$ cat src/rtl/camac_write_assembler.sv
// ============================================================================
// Module   : camac_write_assembler
// Purpose  : Gathers three ISA bytes into a 24-bit word, launches it onto the
//            CAMAC W lines and times the S1 strobe with a busy/done handshake.
//            Optional CAMAC_AUTO_GO_EN: a lane-2 write completing the mask
//            launches the cycle without go.
// Revision : 1.0 - initial release
// ============================================================================
`default_nettype none

module camac_write_assembler #(
    parameter int STROBE_CYCLES = 4
) (
    input  logic        clk,
    input  logic        rst_n,
    input  logic [7:0]  data,
    input  logic [1:0]  byte_sel,
    input  logic        wr_strobe,
    input  logic        go,
    output logic [23:0] w,
    output logic        s1,
    output logic        busy,
    output logic        done,
    output logic        err
);

    localparam logic [1:0] c_IDLE     = 2'd0;
    localparam logic [1:0] c_SETUP    = 2'd1;
    localparam logic [1:0] c_STROBE   = 2'd2;
    localparam logic [1:0] c_HOLD     = 2'd3;
    localparam logic [7:0] c_CNT_LOAD = 8'(STROBE_CYCLES - 1);

    logic [1:0]  r_state;
    logic [1:0]  w_state_nxt;
    logic [7:0]  r_cnt;
    logic [23:0] r_hold;
    logic [2:0]  r_mask;
    logic [23:0] r_w;
    logic        r_s1, r_busy, r_done, r_err;

    logic        w_idle;
    logic        w_capture;
    logic [2:0]  w_lane_bit;
    logic [2:0]  w_mask_upd;
    logic [23:0] w_hold_upd;
    logic        w_go_ok;
    logic        w_auto;
    logic        w_launch;
    logic        w_reject;
    logic        w_s1_nxt, w_busy_nxt, w_done_nxt, w_err_nxt;

    // The byte lands before go is judged, so the last byte and go may coincide.
    always_comb begin
        w_idle     = (r_state == c_IDLE);
        w_capture  = w_idle && wr_strobe && (byte_sel != 2'd3);
        w_lane_bit = 3'b000;
        w_hold_upd = r_hold;
        if (w_capture) begin
            case (byte_sel)
                2'd0: begin w_lane_bit = 3'b001; w_hold_upd[7:0]   = data; end
                2'd1: begin w_lane_bit = 3'b010; w_hold_upd[15:8]  = data; end
                2'd2: begin w_lane_bit = 3'b100; w_hold_upd[23:16] = data; end
                default: ;
            endcase
        end
        w_mask_upd = r_mask | w_lane_bit;
        w_go_ok    = go && (w_mask_upd == 3'b111);
`ifdef CAMAC_AUTO_GO_EN
        w_auto     = w_capture && (byte_sel == 2'd2) && (r_mask == 3'b011);
`else
        w_auto     = 1'b0;
`endif
        w_launch   = w_idle && (w_go_ok || w_auto);
        w_reject   = w_idle && go && !w_go_ok;
    end

    always_comb begin
        w_state_nxt = r_state;
        case (r_state)
            c_IDLE:   if (w_launch) w_state_nxt = c_SETUP;
            c_SETUP:  w_state_nxt = c_STROBE;
            c_STROBE: if (r_cnt == 8'd0) w_state_nxt = c_HOLD;
            c_HOLD:   w_state_nxt = c_IDLE;
            default:  w_state_nxt = c_IDLE;
        endcase
    end

    // Outputs are decoded from the next state so that they arrive registered.
    always_comb begin
        w_s1_nxt   = (w_state_nxt == c_STROBE);
        w_busy_nxt = (w_state_nxt != c_IDLE);
        w_done_nxt = (r_state == c_HOLD);
        w_err_nxt  = w_reject;
    end

    always_ff @(posedge clk or negedge rst_n) begin
        if (!rst_n) begin
            r_state <= c_IDLE;
            r_s1    <= 1'b0;
            r_busy  <= 1'b0;
            r_done  <= 1'b0;
            r_err   <= 1'b0;
        end else begin
            r_state <= w_state_nxt;
            r_s1    <= w_s1_nxt;
            r_busy  <= w_busy_nxt;
            r_done  <= w_done_nxt;
            r_err   <= w_err_nxt;
        end
    end

    always_ff @(posedge clk or negedge rst_n) begin
        if (!rst_n) begin
            r_cnt  <= 8'd0;
            r_hold <= 24'd0;
            r_mask <= 3'b000;
            r_w    <= 24'd0;
        end else begin
            if (r_state == c_SETUP) begin
                r_cnt <= c_CNT_LOAD;
            end else if ((r_state == c_STROBE) && (r_cnt != 8'd0)) begin
                r_cnt <= r_cnt - 8'd1;
            end
            r_hold <= w_hold_upd;
            r_mask <= w_launch ? 3'b000 : w_mask_upd;
            if (w_launch) begin
                r_w <= w_hold_upd;
            end
        end
    end

    assign w    = r_w;
    assign s1   = r_s1;
    assign busy = r_busy;
    assign done = r_done;
    assign err  = r_err;

endmodule

`default_nettype wire

$ cat config.mk
export PLATFORM = sky130hd
export DESIGN_NAME = camac_write_assembler
export DESIGN_NICKNAME = d
export VERILOG_FILES = /design/src/rtl/camac_write_assembler.sv
export SDC_FILE = /design/constraint.sdc
export NUM_CORES = 1
export LEC_CHECK = 0
export ABC_AREA = 1
export ABC_CLOCK_PERIOD_IN_PS = 1700
export CORE_UTILIZATION = 55
export CTS_CLUSTER_SIZE = 16
export DETAILED_ROUTE_END_ITERATION = 8
export DONT_BUFFER_PORTS = 1
export GPL_TIMING_DRIVEN = 0
export PLACE_DENSITY = 0.73
export SKIP_CTS_REPAIR_TIMING = 1
export SYNTH_ARGS = -nofsm -noshare
export SYNTH_HDL_FRONTEND = slang
export SYNTH_SLANG_ARGS = --single-unit
$ cat constraint.sdc
create_clock -name clk -period 1.7 [get_ports clk]
set_input_delay 0.17 -clock clk [delete_from_list [all_inputs] [get_ports clk]]
set_output_delay 0.17 -clock clk [all_outputs]
set_load 0.02 [all_outputs]
==> results.md <==
- Worst Hold Path EP: r_hold[22]
- CP Launch Type: flip-flop
- DP Wirelength: 3416 um
- Hold path start: data[6]
- Post-synth EDFFs: 0
- Multi-input gate area: 1049 sq um
- Cell-by-cell trace of the critical path: inv_2 > ha_4 > nand2_4 > inv_8 > nand2_8 > nand2_4 > nand2_4 > nor2_4 > nand2_4 > clkinv_8 > clkbuf_16 > nand2_2 > nand2_1
- Final Non-Filler Cells: ~380
- Clock buffer count from CTS: 9
- Fmax: 0.5614 GHz
- Routability-driven placement congestion ratio: approximately 0.84
- Flop pwr share: 49.1%
- Iteration-0 DRC Markers: 135
- Peak VDD IR: 1.234 mV
- Critical R2R Capture: w[14]
- CTS max path bufs: 2
- Yosys cell types: 21
- Antenna cells: 0
- Filler cells: 307
- Area grow syn2layout: 25.15%
- I/O pins: 42
- Path depth of the worst reg2reg path: 13
- GR Overflow Total: 0
- Pin count of the biggest net entering global routing: 66
- Internal: 3.654 mW
- Max incr delay on CP: 0.42 ns
- Cell depth of the worst min-delay path: 2
- Seq cells post-synth: 65
- Fin crit period: ~1.8 ns
- R2R setup slack: -0.08 ns
- Worst Hold Class: in -> reg
- H-tree levels: 3
- Seq. cell area: 1627 sq um
- Placed cell count: between 300 and 400
- Synth top area share: 61.23%
- Worst hold margin: 0.05172 ns
- DIE WIDTH: 71.50 um
- Crit. Startpoint: r_state[1]
- Synth Net Count: 315
- Num rows: 24
- Crit-path slowest cell: dfrtp_1
- CTS Sinks: 65
- Count leader, synth: nand2_1
- DIE HEIGHT: 71.50 um
- Syn Inst Count: roughly 300
- Die area: 5112 sq um
- Antenna violations before repair: 0
- Post-synth top cells: nand2_1, dfrtp_1, o21ai_0
- Status: finished with violations
- CP Max Fanout: 7
- Post-route ant nets: 0
- # port buffers: 0
- Sw Share: a little over two fifths
- Clock Power Share: approximately 17%
- Main synth FF type: dfrtp_1
- Worst slew pin tran: 0.3977 ns
- Fin crit share: 104.8%
- CP Capture Type: flip-flop
- Critical register-to-register path startpoint: r_state[1]
- Pwr Density: 1891 nW/um^2
- Vias in the first global route: 1825
- Crit path max-delay family: simple AND/OR/NAND/NOR gates
- # setup viols final: 29
- Final Routed Wirelength: 5840 um
- Failing checks: setup timing
- Final Skew: 0.006752 ns
- Vias: 2020
- Max-slew violations: 0
- Leakage: 1.761 nW
- Placeable Area: 4504 sq um
- Critical Path Most Common Cell: nand2_4
- Total GRT Usage: 22.35%
- CP Buf/Inv Count: 4
- DRT Pass-1 Iters: 4
- Maxcap violations: 0
- Crit Path Category: reg -> reg
- Final hold vios: 0
- Post-synth top area cell: dfrtp_1
- Seq/Total Area, Yosys: 61.23%
- Synthesized area: roughly 2700 sq um
- Setup WS post-layout: -0.08129 ns
- FFs w/ async S/R, synth: 100.0%
- Starting Density: 58.97%
- CTS tree: done
- Worst-Skew Late Latency: 0.33 ns
- DRC viols: 0
- Yosys warnings: 0
- RSZ-0062 raised after global routing: true
- Syn_area_per_cell: roughly 9.0 sq um
- Nets: 348
- Combinational power share: between 30% and 40%
- Share of cells above drive strength 1: roughly 23%
- First-pass GRT wire length: 8493 um
- Crit path arrival time: 2.05 ns
- Routed WL per cell: 15.29 um
- CTS Root Cell: clkbuf_8
- Top post-synthesis cells by area: dfrtp_1, nand2_1, o21ai_0, inv_1, ha_1
- Slew headroom: between 70 and 80%
- Vias per cell: 5.288
- CTS clock-pin slew for the worst setup and hold paths: ~0.070 ns
- Psw: 2.633 mW
- CP required: 1.97 ns
## final cells by class
type                    count  area share [%]
plain buffers               7           2.032
flip-flops and latches     65           48.93
well taps                  52           1.957
repair buffers             21           6.775
repair inverters            1          0.2635
clock inverters             4          0.6775
inverters                  30           3.989
clock buffers              10           3.839
multi-input cells         192           31.54
## worst max-delay path by stage
stage                 end  slack, ns  cells past startpoint
floorplan            w[7]      0.009                     12
global placement     w[6]      -0.32                     12
detailed placement   w[5]      -0.37                     12
CTS                  w[5]      -0.38                     12
global route         w[1]      -0.16                     13
finish              w[14]      -0.08                     13
## logic make-up (layout without fill, tap and decap cells)
logic type      Yosys count  count (layout)  share of synthesized area [%]
buf+inv                  37              73                          5.605
fa+ha+maj                 7               7                          3.297
flops                    65              65                          61.23
xor+xnor                  3               3                         0.9893
compound gates           40              40                          7.819
simple gates            142             142                          21.06
## state kept, by name (all words and copies together), names as in the netlist
signal and cells:
done 1, r_state 2, s1 1, w 24, err 1, r_cnt 8
busy 1, r_hold 24, r_mask 3
## through the flow
step / utilization, % / area (sq um) / setup WS, ns / total power, mW / TNS, ns
after global placement: 60.42 / 2721 / -0.3157 / 4.522 / -6.992
after detailed placement: 60.42 / 2721 / -0.3685 / 4.605 / -8.266
after floorplan: - / 2656 / 0.009090 / 4.229 / 0
after global routing: 73.81 / 3324 / -0.1607 / 6.744 / -4.102
final: 73.81 / 3324 / -0.08129 / 6.288 / -1.608
after CTS: 63.75 / 2872 / -0.3781 / 5.655 / -8.891
## placed cells by master (no fill, tap or decap), drive strengths merged
| master | synthesis | routed |
|---|---|---|
| clkinvlp | 0 | 1 |
| dfrtp | 65 | 65 |
| clkinv | 1 | 4 |
| clkbuf | 4 | 15 |
| dlygate4sd3 | 0 | 2 |
| xor2 | 3 | 3 |
| o31ai | 2 | 2 |
| nor2 | 14 | 14 |
| nand2 | 121 | 121 |
| o21ai | 32 | 32 |
| inv | 29 | 30 |
| buf | 3 | 21 |
| nand3 | 4 | 4 |
| nand4 | 2 | 2 |
| nand3b | 1 | 1 |
| a21oi | 5 | 5 |
| o211ai | 1 | 1 |
| ha | 7 | 7 |
## power by group through the flow
| stage | clock [mW] | combinational, mW | sequential, mW |
|---|---|---|---|
| floorplan | 0 | 1.24 | 2.99 |
| global placement | 0 | 1.44 | 3.08 |
| detailed placement | 0 | 1.51 | 3.09 |
| CTS | 1.06 | 1.51 | 3.08 |
| global route | 1.13 | 2.46 | 3.16 |
| finish | 1.05 | 2.16 | 3.09 |
## per-layer routing
metal	up-vias	global-route usage, %	share of wire (%)
met5	-	0	0
met4	0	8.497	0.98
met3	5	8.158	6.9
met2	69	30.37	47
met1	965	33.11	45
li1	981	-	-
No activity file was read; power rests on OpenSTA's default activity.
